==> config.mk <==
export PLATFORM = sky130hd
export DESIGN_NAME = ntt_r8_sched
export DESIGN_NICKNAME = d
export VERILOG_FILES = /design/src/rtl/ntt_r8_sched.sv
export SDC_FILE = /design/constraint.sdc
export NUM_CORES = 1
export LEC_CHECK = 0
export ABC_AREA = 1
export BUFFER_PORTS_ARGS = -buffer_cell sky130_fd_sc_hd__buf_2
export CORE_MARGIN = 4
export CORE_UTILIZATION = 35
export DETAILED_ROUTE_END_ITERATION = 8
export SLEW_MARGIN = 20
export SYNTH_ARGS = -nofsm -noshare
export SYNTH_HDL_FRONTEND = slang
export SYNTH_HIERARCHICAL = 1
export SYNTH_SLANG_ARGS = --single-unit
==> constraint.sdc <==
create_clock -name clk -period 3.95 [get_ports clk]
set_clock_uncertainty 0.1 [all_clocks]
set_input_delay 0.1975 -clock clk [delete_from_list [all_inputs] [get_ports clk]]
set_output_delay 0.1975 -clock clk [all_outputs]
set_load 0.005 [all_outputs]
==> src/rtl/ntt_r8_sched.sv <==
// Radix-8 NTT pass sequencer: streams 8-point groups from coefficient RAM into the
// butterfly core and writes results back. Optional NTT_SCHED_BITREV_EN digit-reverses final-stage writes.

module ntt_r8_lane #(
    parameter int WIDTH = 18
) (
    input  logic             clk,
    input  logic             rst_n,
    input  logic             ld_en,
    input  logic [WIDTH-1:0] ld_data,
    output logic [WIDTH-1:0] q
);
    always_ff @(posedge clk or negedge rst_n) begin
        if (!rst_n)     q <= '0;
        else if (ld_en) q <= ld_data;
    end
endmodule

module ntt_r8_sched #(
    parameter int WIDTH    = 18,
    parameter int N_LOG2   = 6,
    parameter int CORE_LAT = 0,
    localparam int STAGES  = N_LOG2 / 3,
    localparam int GROUPS  = (1 << N_LOG2) / 8,
    localparam int TW_W    = (N_LOG2 - 3 > 1) ? N_LOG2 - 3 : 1
) (
    input  logic               clk,
    input  logic               rst_n,
    input  logic               start,
    output logic               busy,
    output logic               done,
    output logic               mem_rd_en,
    output logic [N_LOG2-1:0]  mem_rd_addr,
    input  logic [WIDTH-1:0]   mem_rd_data,
    output logic               mem_wr_en,
    output logic [N_LOG2-1:0]  mem_wr_addr,
    output logic [WIDTH-1:0]   mem_wr_data,
    output logic [8*WIDTH-1:0] core_in,
    input  logic [8*WIDTH-1:0] core_out,
    output logic [1:0]         stage,
    output logic [TW_W-1:0]    tw_addr
);
    localparam int CNT_MAX = (CORE_LAT + 1 > 8) ? CORE_LAT + 1 : 8;
    localparam int CW      = $clog2(CNT_MAX);

    typedef enum logic [2:0] {IDLE, LOAD, WAIT, COMPUTE, STORE, DONE} state_t;

    state_t                  state;
    logic [CW-1:0]           cnt;
    logic [1:0]              s_q;
    logic [TW_W-1:0]         g_q;
    logic [7:0][WIDTH-1:0]   buf_q;
    logic [7:0][WIDTH-1:0]   lane_d;
    logic [7:0]              lane_we;
    logic                    cap_one, cap_all, last_g, last_s;
    logic [2:0]              cap_idx;

    function automatic logic [N_LOG2-1:0] elem_addr(input logic [1:0] s, input logic [TW_W-1:0] g,
                                                    input logic [2:0] k);
        int sh, span, blk, off;
        sh   = 3 * int'(s);
        span = 1 << sh;
        blk  = int'(g) >> sh;
        off  = int'(g) & (span - 1);
        return N_LOG2'((blk << (sh + 3)) + off + (int'(k) << sh));
    endfunction

    function automatic logic [TW_W-1:0] tw_f(input logic [1:0] s, input logic [TW_W-1:0] g);
        int sh;
        sh = 3 * int'(s);
        return TW_W'((int'(g) & ((1 << sh) - 1)) << (3 * (STAGES - 1 - int'(s))));
    endfunction

`ifdef NTT_SCHED_BITREV_EN
    function automatic logic [N_LOG2-1:0] drev(input logic [N_LOG2-1:0] a);
        logic [N_LOG2-1:0] r;
        r = '0;
        for (int i = 0; i < STAGES; i++) r[3*i +: 3] = a[3*(STAGES-1-i) +: 3];
        return r;
    endfunction
`endif

    function automatic logic [N_LOG2-1:0] wr_addr_f(input logic [1:0] s, input logic [TW_W-1:0] g,
                                                    input logic [2:0] k);
`ifdef NTT_SCHED_BITREV_EN
        if (int'(s) == STAGES - 1) return drev(elem_addr(s, g, k));
`endif
        return elem_addr(s, g, k);
    endfunction

    // Read data lags the strobe by one cycle, so LOAD cycle k captures element k-1 and WAIT takes element 7.
    assign cap_one = (state == LOAD && cnt != '0) || state == WAIT;
    assign cap_idx = (state == WAIT) ? 3'd7 : cnt[2:0] - 3'd1;
    assign cap_all = (state == COMPUTE) && (cnt == CW'(CORE_LAT));
    assign last_g  = (g_q == TW_W'(GROUPS - 1));
    assign last_s  = (int'(s_q) == STAGES - 1);

    for (genvar k = 0; k < 8; k++) begin : g_lane
        assign lane_we[k] = cap_all | (cap_one & (cap_idx == 3'(k)));
        assign lane_d[k]  = cap_all ? core_out[k*WIDTH +: WIDTH] : mem_rd_data;
        ntt_r8_lane #(.WIDTH(WIDTH)) u_lane (
            .clk     (clk),
            .rst_n   (rst_n),
            .ld_en   (lane_we[k]),
            .ld_data (lane_d[k]),
            .q       (buf_q[k])
        );
    end

    assign core_in = buf_q;
    assign stage   = s_q;
    assign tw_addr = tw_f(s_q, g_q);

    always_ff @(posedge clk or negedge rst_n) begin
        if (!rst_n) begin
            state       <= IDLE;
            cnt         <= '0;
            s_q         <= '0;
            g_q         <= '0;
            busy        <= 1'b0;
            done        <= 1'b0;
            mem_rd_en   <= 1'b0;
            mem_rd_addr <= '0;
            mem_wr_en   <= 1'b0;
            mem_wr_addr <= '0;
            mem_wr_data <= '0;
        end else begin
            done <= 1'b0;
            case (state)
                IDLE: if (start) begin
                    state       <= LOAD;
                    cnt         <= '0;
                    s_q         <= '0;
                    g_q         <= '0;
                    busy        <= 1'b1;
                    mem_rd_en   <= 1'b1;
                    mem_rd_addr <= elem_addr(2'd0, TW_W'(0), 3'd0);
                end
                LOAD: if (cnt == CW'(7)) begin
                    state     <= WAIT;
                    cnt       <= '0;
                    mem_rd_en <= 1'b0;
                end else begin
                    cnt         <= cnt + CW'(1);
                    mem_rd_addr <= elem_addr(s_q, g_q, cnt[2:0] + 3'd1);
                end
                WAIT: begin
                    state <= COMPUTE;
                    cnt   <= '0;
                end
                // Element 0 comes straight from core_out since buf_q updates on this same edge.
                COMPUTE: if (cnt == CW'(CORE_LAT)) begin
                    state       <= STORE;
                    cnt         <= '0;
                    mem_wr_en   <= 1'b1;
                    mem_wr_addr <= wr_addr_f(s_q, g_q, 3'd0);
                    mem_wr_data <= core_out[0 +: WIDTH];
                end else begin
                    cnt <= cnt + CW'(1);
                end
                STORE: if (cnt == CW'(7)) begin
                    cnt       <= '0;
                    mem_wr_en <= 1'b0;
                    if (!last_g) begin
                        g_q         <= g_q + TW_W'(1);
                        state       <= LOAD;
                        mem_rd_en   <= 1'b1;
                        mem_rd_addr <= elem_addr(s_q, g_q + TW_W'(1), 3'd0);
                    end else if (!last_s) begin
                        s_q         <= s_q + 2'd1;
                        g_q         <= '0;
                        state       <= LOAD;
                        mem_rd_en   <= 1'b1;
                        mem_rd_addr <= elem_addr(s_q + 2'd1, TW_W'(0), 3'd0);
                    end else begin
                        state <= DONE;
                        busy  <= 1'b0;
                        done  <= 1'b1;
                    end
                end else begin
                    cnt         <= cnt + CW'(1);
                    mem_wr_addr <= wr_addr_f(s_q, g_q, cnt[2:0] + 3'd1);
                    mem_wr_data <= buf_q[cnt[2:0] + 3'd1];
                end
                DONE:    state <= IDLE;
                default: state <= IDLE;
            endcase
        end
    end
endmodule
# ---- Word-level counts from Yosys, hierarchy flattened
# Cells that the tools add are included.
dict set report op_classes {
  add_sub_neg 14
  multipliers 3
  n_lt_le_gt_ge 1
  eq_ne 24
  n_shift 11
  muxes 58
  bitwise 18
  reduce_logical 21
}
# operator n
set op_table {}
lappend op_table {{$mux 18} 11}
lappend op_table {{$shl 32x5->6} 3}
lappend op_table {{$bmux 18 s3} 1}
lappend op_table {{$mux 3} 13}
lappend op_table {{$add 6x6->6} 6}
lappend op_table {{$mux 6} 6}
lappend op_table {{$pmux 18 s2} 1}
lappend op_table {{$and 4x32->32} 1}
lappend op_table {{$shl 1x4->32 const A} 1}
lappend op_table {{$shl 32x32->3} 1}
lappend op_table {{$shr 1x4->32 const A} 1}
lappend op_table {{$shr 3x32->32} 1}
lappend op_table {{$shr 3x4->32} 1}
lappend op_table {{$sub 32x2->32 const B} 1}
lappend op_table {{$eq 3x3->1 const B} 7}
lappend op_table {{$reduce_and 5->1} 4}
lappend op_table {{$pmux 6 s3} 1}
lappend op_table {{$pmux 3 s5} 1}
lappend op_table {{$ne 2x2->1 const B} 7}
lappend op_table {{$mux 1} 13}
lappend op_table {{$eq 3x2->1 const B} 4}
lappend op_table {{$pmux 3 s4} 1}
lappend op_table {{$pmux 6 s2} 1}
lappend op_table {{$shl 1x4->6 const A} 2}
lappend op_table {{31 further kinds} 61}
dict set report word_totals {
  ff_bits 189
  inputBits 165
  out_inout_bits 183
}

# ---- Depth between registers and ports, before layout
# Gate-level depths: netlist of run 1.
dict set report logic_depth {
  word_depth 9
  mapped_depth 30
  ltp_nobuf 29
}

# ---- Modules after synthesis
# Netlist of run 1, hierarchy kept.
# mod n_inst cells_per_inst area_each_um2 seq_area_each_um2
set by_module_without_submodules {}
lappend by_module_without_submodules {ntt_r8_sched 1 1015 6009.5 1126.1}
lappend by_module_without_submodules {ntt_r8_lane 8 76 710.7 450.4}

# ---- Worst setup path after synthesis of run 1
# OpenSTA, ideal clock, no wires.
dict set report synth_timing {
  path_type {flip-flop to flip-flop}
  from {register s_q[1] (netlist: stage[1])}
  to {register mem_rd_addr[5]}
  t_arrival_ns 3.944
  required_ns 3.785
  slack_ns -0.159
  path_stages_with_launch 30
  period_less_slack_ns 4.109
  cell_sequence {dfrtp_1 -> clkbuf_1 -> inv_1 -> ha_1 -> nor2_1 -> inv_2 -> nor2_1 -> nand3_1 -> nand2_4 -> nand2_1 -> nor2_1 -> inv_1 -> fa_1 -> inv_1 -> a21oi_1 -> nor2_1 -> xor2_1 -> ha_1 -> nand2_1 -> inv_1 -> nand4_1 -> nand3_1 -> or2_2 -> nand2_1 -> inv_1 -> nand3_1 -> nand3_2 -> nand2_1 -> nand2_1 -> nand2_1}
}
dict set report synth_between {
  elab_chain_len 9
  word_cells_on_any_way 31
  cone_classes {9 x add/sub; 2 x mul; 2 x eq/ne; 10 x shift; 5 x mux; 2 x bitwise; 1 x reduce/logical}
}
# element line
set synth_lines {}
lappend synth_lines {{start: declaration} 50} ;# logic [1:0] s_q;
lappend synth_lines {{start signal: assignment} 170} ;# s_q <= s_q + 2'd1;
lappend synth_lines {{$mul 2x2->4 or $add 2x1->2 (tied branches)} {61, 174}}
lappend synth_lines {{$shl 1x4->32 or $mul 2x2->4 (tied branches)} {62, 61}}
lappend synth_lines {{$sub 32x2->32 (tied with other cells)} 64} ;# off = int'(g) & (span - 1);
lappend synth_lines {{$and 4x6->6 or $shl 32x5->6 (tied branches)} {64, 65}}
lappend synth_lines {{$add 6x6->6} 65} ;# return N_LOG2'((blk << (sh + 3)) + off + (int'(k) << sh));
lappend synth_lines {{$add 6x6->6 or $mux 6 (tied branches)} {65, 169}}
lappend synth_lines {{$mux 6} 164} ;# if (!last_g) begin
lappend synth_lines {{$mux 6} 161} ;# STORE: if (cnt == CW'(7)) begin
lappend synth_lines {{$pmux 6 s3} 129} ;# case (state)
lappend synth_lines {{end signal: assignment} 137} ;# mem_rd_addr <= elem_addr(2'd0, TW_W'(0), 3'd0);
lappend synth_lines {{end signal: assignment} 168} ;# mem_rd_addr <= elem_addr(s_q, g_q + TW_W'(1), 3'd0);
lappend synth_lines {{end signal: assignment} 174} ;# mem_rd_addr <= elem_addr(s_q + 2'd1, TW_W'(0), 3'd0);
lappend synth_lines {{end: declaration} 33} ;# output logic [N_LOG2-1:0] mem_rd_addr,
# Parallel ways exist; a longest one is shown, timed or not. The select of a mux whose other input is x is not followed.
# A chain may end at the register's enable or synchronous reset.

# ---- Worst setup path in the final report of run 1
# Same ends and word-level chain as after synthesis.

==> results.py, run 1 <==
metrics = {
    "worst_setup_path": {
        "worstSetupEndpointType": "flip-flop",
        "path_max_fanout": 5,
        "r2r_slack_ps": 190,
        "crit_type": "reg -> reg",
        "cp.required_ps": 4230,
        "arrival_ps": 4040,
        "worstSetupStartpointType": "flip-flop",
    },
    "detailed_routing": {
        "drc": 0,
        "totalWireLength_mm": 47.98,
        "wire_per_inst_um": 19.42,
        "drt_iter0_drc": 883,
        "ant_nets": 0,
        "via_per_inst": 5.152,
        "via_count": 12730,
        "drtPass1Iterations": 5,
    },
    "floorplanning": {
        "rows": 66,
        "fp.dieH_um": 190.8,
        "pin_count": 348,
        "die-area_um2": 36400,
        "design.core.area_um2": 32780,
        "start_util": 0.3567,
        "die_w_um": 190.8,
    },
    "power_and_ir_drop": {
        "p_total_mw": 13.10,
        "peakVddDrop_v": 0.0004493,
        "seq_power_share": 0.285,
        "p_leak_nw": 8.021,
        "power_density_nw_per_um2": 853.2,
        "p_sw_mw": 6.703,
        "p_int_mw": 6.401,
        "p_comb_frac": 0.582,
        "switching_share": 0.5115,
        "pwr-share-clk": 0.134,
    },
    "clock_network": {
        "cts_buffers": 17,
        "worstSkewPairLatency_ps": 440,
        "h-tree-depth": 4,
        "cts.sinks": 189,
        "cts_tree": "built",
        "cts_root_buf": "clkbuf_16",
        "clkTransAtPathRegs_ps": 80,
        "cts_max_path_buffers": 2,
    },
    "yosys": {
        "synth-seq-area-share": 0.4044,
        "synth.top_cell.area_share": 0.4044,
        "avgSynthCellArea_um2": 7.206,
        "synth_common_cells": "nand2_1, dfrtp_1, nand3_1, nor2_1, o21ai_0",
        "synth_area_um2": 11690,
        "async_flop_share": 1.000,
        "yosysMostFrequentCell": "nand2_1",
        "synth_cell_types": 50,
        "synth-edff-count": 0,
        "yosys.area.top_type": "dfrtp_1",
        "synth_area_leaders": "dfrtp_1, nand2_1, nand3_1",
        "ys_ff_latch": 189,
        "ys_warn_count": 6,
        "synthFlopType": "dfrtp_1",
        "syn_inst": 1623,
    },
    "timing": {
        "worst_slew_pin_slew_ps": 1125,
        "hold_slack_ps": 3.828,
        "period_needed_ps": 3756,
        "hold_viol": 0,
        "max_freq_mhz": 266.3,
        "maxSlewViolCount": 0,
        "setup_viol": 0,
        "finalCritPeriodShare": 0.9508,
        "timing.slew.headroom": 0.2497,
    },
    "global_routing": {
        "busiest_layer": "met2",
        "grt_remaining_overflow": 0,
        "grt_use_total": 0.2589,
        "first_global_vias": 12300,
        "grt_pass1_wl_mm": 73.09,
        "antenna_found_initial": 2,
        "use_met1": 0.3548,
        "grt_max_degree": 148,
        "grt_util_met2": 0.4176,
        "grt_use_met3": 0.04797,
    },
    "place": {
        "gp_congestion": 0.9206,
        "dpl-instance-area_um2": 13860,
        "portBuffers": 347,
        "place_hpwl_mm": 35.37,
    },
    "final_layout": {
        "antenna_cells": 0,
        "final_layout_size_suffix_gt1_frac": 0.2766,
        "multi_input_area_um2": 6266,
        "final_nets": 2209,
        "fin_area_um2": 15360,
        "syn_to_final_growth_pct": 31.33,
        "regArea_um2": 4733,
        "fill_cells": 3387,
    },
    "outcome": {
        "status": "finished, final reports clean",
    },
    "min_path": {
        "min_path_type": "in -> reg",
    },
    "run": {
        "cap_violations": 0,
    },
}
through the flow:
step	TNS (ps)	worst slack, ps	instances	utilization
after global placement	-5.800	-5.800	2363	0.4228
after global routing	-31.10	-15.93	2470	0.4685
final	0	194.1	2470	0.4685
after CTS	0	2.762	2466	0.4626
after floorplan	0	48.37	1624	-
after detailed placement	-16.67	-16.67	2363	0.4228
state kept, by name (all words and copies together) (netlist names), 2 cells and up:
name             count
stage                2
mem_rd_addr          6
cnt                  3
g_q                  3
mem_wr_data         18
g_lane.u_lane/q    144
state                3
mem_wr_addr          6
power groups by stage:
stage	logic (mW)	clock network (mW)	registers, mW
floorplan	4.69	0	3.58
global placement	7.37	0	3.73
detailed placement	7.47	0	3.74
CTS	7.55	1.78	3.72
global route	8.42	1.86	3.83
finish	7.62	1.76	3.73
logic make-up after synthesis:
family                     synth area share
buffers and inverters               0.07756
and+or+nand+nor                      0.3602
adders and majority gates           0.03188
DFF                                  0.4044
xor gates and xnor gates           0.008132
AOI/OAI and AO/OA                    0.1175
other                             0.0003207
cell usage in the layout (no fill, tap or decap), types with 8 or more instances in the layout:
cell / instances
dlygate4sd3_1: 71
o21ai_2: 8
nand2_1: 625
o21ai_1: 20
nor3_1: 11
o22ai_1: 22
inv_1: 37
inv_8: 8
nand2_2: 47
o21ai_0: 102
a21oi_1: 32
nor2_4: 11
inv_2: 14
nand3_1: 163
clkbuf_16: 17
ha_1: 20
buf_2: 346
o221ai_1: 18
buf_4: 52
nor2_1: 112
dfrtp_1: 186
o21a_1: 12
final timing paths:
kind | from | to | cells past startpoint
worst min register to register | g_lane[3].u_lane/q[15] | g_lane[3].u_lane/q[15] | 2
worst min-delay path | core_out[66] | g_lane[3].u_lane/q[12] | 5
min in group asynchronous | rst_n | g_lane[6].u_lane/q[2] | 2
max in group asynchronous | rst_n | g_lane[7].u_lane/q[11] | 3
worst max-delay path | stage[1] | mem_rd_addr[5] | 26
worst max register to register | stage[1] | mem_rd_addr[5] | 26
timing repair:
action	CTS	global route
setup buffers	1	4
pin swaps	1	18
setup endpoints to repair	1	5
hold buffers	71	0
endpoints found under the hold margin	165	0
resized for setup	2	39
layout make-up:
cell class | count | area share
Clock inverter | 12 | 0.008961
Clock buffer | 19 | 0.02884
Multi-Input combinational cell | 1270 | 0.4080
Inverter | 63 | 0.01988
Tap cell | 442 | 0.03601
Sequential cell | 189 | 0.3082
Timing Repair Buffer | 475 | 0.1901
layer usage:
layer / up-vias / share of wire
li1: 6071 / -
met1: 6030 / 0.44
met2: 543 / 0.46
met3: 77 / 0.067
met4: 4 / 0.030
met5: - / 0.00069
worst max-delay path, cell delays in order, from the launching register on:
cell,delay [ps]
dfrtp_2,460
buf_6,140
ha_4,170
xor2_4,180
nor2_2,140
nand3_2,110
nor2_2,120
ha_2,200
inv_2,40
fa_2,360
inv_2,60
a21oi_2,40
nor2_1,110
xor2_1,210
ha_1,300
nand2_1,70
inv_1,50
nand4_1,90
nand3_2,90
or2_4,260
nand2_4,70
inv_2,30
nand3_2,60
nand3_2,50
nand2_1,80
nand2_1,50
nand2_1,60
No activity file was read; power rests on OpenSTA's default activity.
==> run 2, diff against run 1 <==
--- a/config.mk
+++ b/config.mk
@@ -5,7 +5,6 @@
 export SDC_FILE = /design/constraint.sdc
 export NUM_CORES = 1
 export LEC_CHECK = 0
-export ABC_AREA = 1
 export BUFFER_PORTS_ARGS = -buffer_cell sky130_fd_sc_hd__buf_2
 export CORE_MARGIN = 4
 export CORE_UTILIZATION = 35
==> run 2 against run 1 <==
Sequential share of layout area shrank 0.36 points. Power shrank 66%. Global-route usage shrank 3.0 points. Design area grew 1.2%. Clock power is essentially flat. Non-clock buffer count grew 46. Fmax is essentially flat. Critical path depth shrank 10. Wire length shrank 15%. Critical endpoint unchanged. Largest power group is now sequential cells.
==> results.py, run 2 <==
metrics = {
    "detailed_routing": {
        "drtPass1Iterations": 5,
        "wire_per_inst_um": 21.98,
        "via_per_inst": 5.126,
        "via_count": 9549,
        "drc": 0,
        "ant_nets": 0,
        "drt_iter0_drc": 567,
        "totalWireLength_mm": 40.95,
    },
    "yosys": {
        "synth-edff-count": 0,
        "ys_ff_latch": 189,
        "synthFlopType": "dfrtp_1",
        "synth_cell_types": 54,
        "synth_area_leaders": "dfrtp_1, mux2_4, a21o_1",
        "synth_common_cells": "dfrtp_1, a21o_1, mux2_4, mux2_2, nand2_1",
        "ys_warn_count": 6,
        "yosysMostFrequentCell": "dfrtp_1",
        "avgSynthCellArea_um2": 11.87,
        "synth_area_um2": 11370,
        "async_flop_share": 1.000,
        "synth.top_cell.area_share": 0.4160,
        "yosys.area.top_type": "dfrtp_1",
        "syn_inst": 958,
        "synth-seq-area-share": 0.4160,
    },
    "min_path": {
        "min_path_type": "in -> reg",
        "hold_start": "core_out[22]",
    },
    "clock_network": {
        "cts_max_path_buffers": 2,
        "cts_buffers": 17,
        "h-tree-depth": 4,
        "cts_root_buf": "clkbuf_16",
        "worstSkewPairLatency_ps": 460,
        "cts.sinks": 189,
        "clkTransAtPathRegs_ps": 70,
        "cts_tree": "built",
    },
    "final_layout": {
        "syn_to_final_growth_pct": 36.76,
        "instances_no_fill": 1863,
        "final_layout_size_suffix_gt1_frac": 0.4373,
        "layout_commonest_cell": "buf_2",
        "largest_reg_flops": 144,
        "reg.largest.list": "g_lane.u_lane/q: 144 flops, mem_wr_data: 18 flops",
        "final_nets": 1607,
        "fill_cells": 2894,
        "largest-register": "g_lane.u_lane/q",
        "layout_common_cells": "buf_2, dfrtp_1, a21o_1",
    },
    "global_routing": {
        "grt_pass1_wl_mm": 62.31,
        "grt_max_degree": 91,
        "first_global_vias": 10180,
        "grt_remaining_overflow": 0,
        "antenna_found_initial": 1,
        "grt_use_total": 0.2285,
    },
    "floorplanning": {
        "rows": 65,
        "die_w_um": 188.2,
        "fp.dieH_um": 188.2,
        "die-area_um2": 35430,
        "pin_count": 348,
        "design.core.area_um2": 31800,
        "start_util": 0.3575,
    },
    "worst_setup_path": {
        "slowest_delay_ps": 430,
        "path_buf_inv": 1,
        "crit_top_cell": "ha_1",
        "worstSetupEndpointType": "flip-flop",
        "path_max_fanout": 9,
        "cp.required_ps": 4170,
        "cp_cell_sequence": "inv_4 -> ha_2 -> nor4b_4 -> nor2b_2 -> and2_1 -> ha_1 -> a21o_1 -> a21oi_2 -> xor2_1 -> ha_1 -> o21ai_0 -> nor2_1 -> mux2i_1 -> or2_2 -> xnor2_1 -> o221ai_1",
        "cp-startpoint": "stage[0]",
        "worstSetupStartpointType": "flip-flop",
        "crit_type": "reg -> reg",
        "cpMaxStageDelayCell": "dfrtp_2",
        "path_delay_family": "simple AND/OR/NAND/NOR gates",
        "arrival_ps": 3980,
        "r2r_start": "stage[0]",
    },
    "run": {
        "cap_violations": 0,
    },
    "place": {
        "gp_congestion": 0.8830,
        "place_inst": 1683,
        "dpl_worst_slack_ps": 85.38,
        "portBuffers": 347,
        "place_hpwl_mm": 28.91,
    },
    "timing": {
        "maxSlewViolCount": 0,
        "max_freq_mhz": 266.2,
        "worst_slew_pin_slew_ps": 1013,
        "finalCritPeriodShare": 0.9510,
        "setup_viol": 0,
        "hold_viol": 0,
        "fin_ws_ps": 193.4,
        "period_needed_ps": 3757,
        "timing.slew.headroom": 0.3232,
    },
    "power_and_ir_drop": {
        "p_leak_nw": 7.767,
        "power_density_nw_per_um2": 288.5,
        "peakVddDrop_v": 0.0002917,
    },
    "outcome": {
        "status": "finished, final reports clean",
    },
}
[run 2: cell types whose count changed after synthesis, moves of 22 or more]
cell	change
mux2_2	+67
a21o_1	+148
nor2_1	-76
mux2_4	+80
mux2i_1	+22
nand2_2	-44
nand2_1	-578
o21ai_0	-67
inv_1	-28
mux4_2	+36
nand3_1	-161
[run 2: what timing repair did]
| action | in CTS | in global routing |
|---|---|---|
| setup endpoints to repair | 0 | 4 |
| gates resized for setup | 0 | 10 |
| endpoints found under the hold margin | 248 | 1 |
| buffers inserted | 0 | 3 |
| hold buffers | 143 | 1 |
[run 2: power breakdown]
| group | internal (mW) | total (mW) | switching, mW |
|---|---|---|---|
| combinational | 0.374 | 0.630 | 0.256 |
| sequential | 2.02 | 2.09 | 0.0737 |
| clock | 0.864 | 1.76 | 0.899 |
[run 2: per-stage QoR]
stage	TNS, ps	area, um2	power, mW	hold slack (ps)	utilization
after global placement	0	13470	2.640	224.1	0.4235
after global routing	-45.72	15550	4.670	22.49	0.4890
after detailed placement	0	13470	2.645	209.5	0.4235
after CTS	0	15480	4.530	4.497	0.4868
after floorplan	0	11380	2.343	-198.1	-
final	0	15550	4.485	29.25	0.4890
[run 2: worst reg2reg max path: stages, from the launching register on]
cell and delay, ps:
dfrtp_2 430, inv_4 80, ha_2 220, nor4b_4 320, nor2b_2 200, and2_1 160, ha_1 240, a21o_1 200
a21oi_2 210, xor2_1 260, ha_1 300, o21ai_0 80, nor2_1 90, mux2i_1 140, or2_2 310, xnor2_1 150
o221ai_1 130
[run 2: cell families (layout without fill, tap and decap cells)]
kind of cell,after synthesis,count (layout),synth area share
fa+ha+maj,28,28,0.03279
flops,189,189,0.4160
compound gates,255,255,0.1510
simple gates,166,166,0.07340
other cells,1,3,0.0003298
buf+inv,101,569,0.05315
mux,205,205,0.2627
xor+xnor,13,13,0.01067
[run 2: worst paths after layout]
check | endpoint | slack [ps] | cells after the start
min reg2reg | mem_wr_addr[0] | 380 | 2
min in group asynchronous | g_lane[1].u_lane/q[11] | 240 | 2
max in group asynchronous | g_lane[2].u_lane/q[7] | 2490 | 3
max reg2reg | mem_rd_addr[5] | 190 | 16
max | mem_rd_addr[5] | 190 | 16
min | g_lane[1].u_lane/q[4] | 30 | 3
[run 2: final cells by class]
type | count | area [um2] | share of cell area
multi-input combinational | 669 | 6146 | 0.3953
sequential | 189 | 4736 | 0.3046
timing repair buffer | 521 | 3475 | 0.2235
tap | 435 | 544.3 | 0.03500
clock buffer | 18 | 439.2 | 0.02824
clock inverter | 14 | 143.9 | 0.009254
inverter | 16 | 62.56 | 0.004023
antenna | 1 | 2.502 | 0.0001609
[run 2: layer usage]
layer  vias to the layer above  global-route usage  wire length, um
met5                         -                   0                0
li1                       4363                   -                -
met2                       328              0.3654            19480
met1                      4790              0.3069            17960
met3                        68             0.05132             2245
met4                         0             0.08046             1263
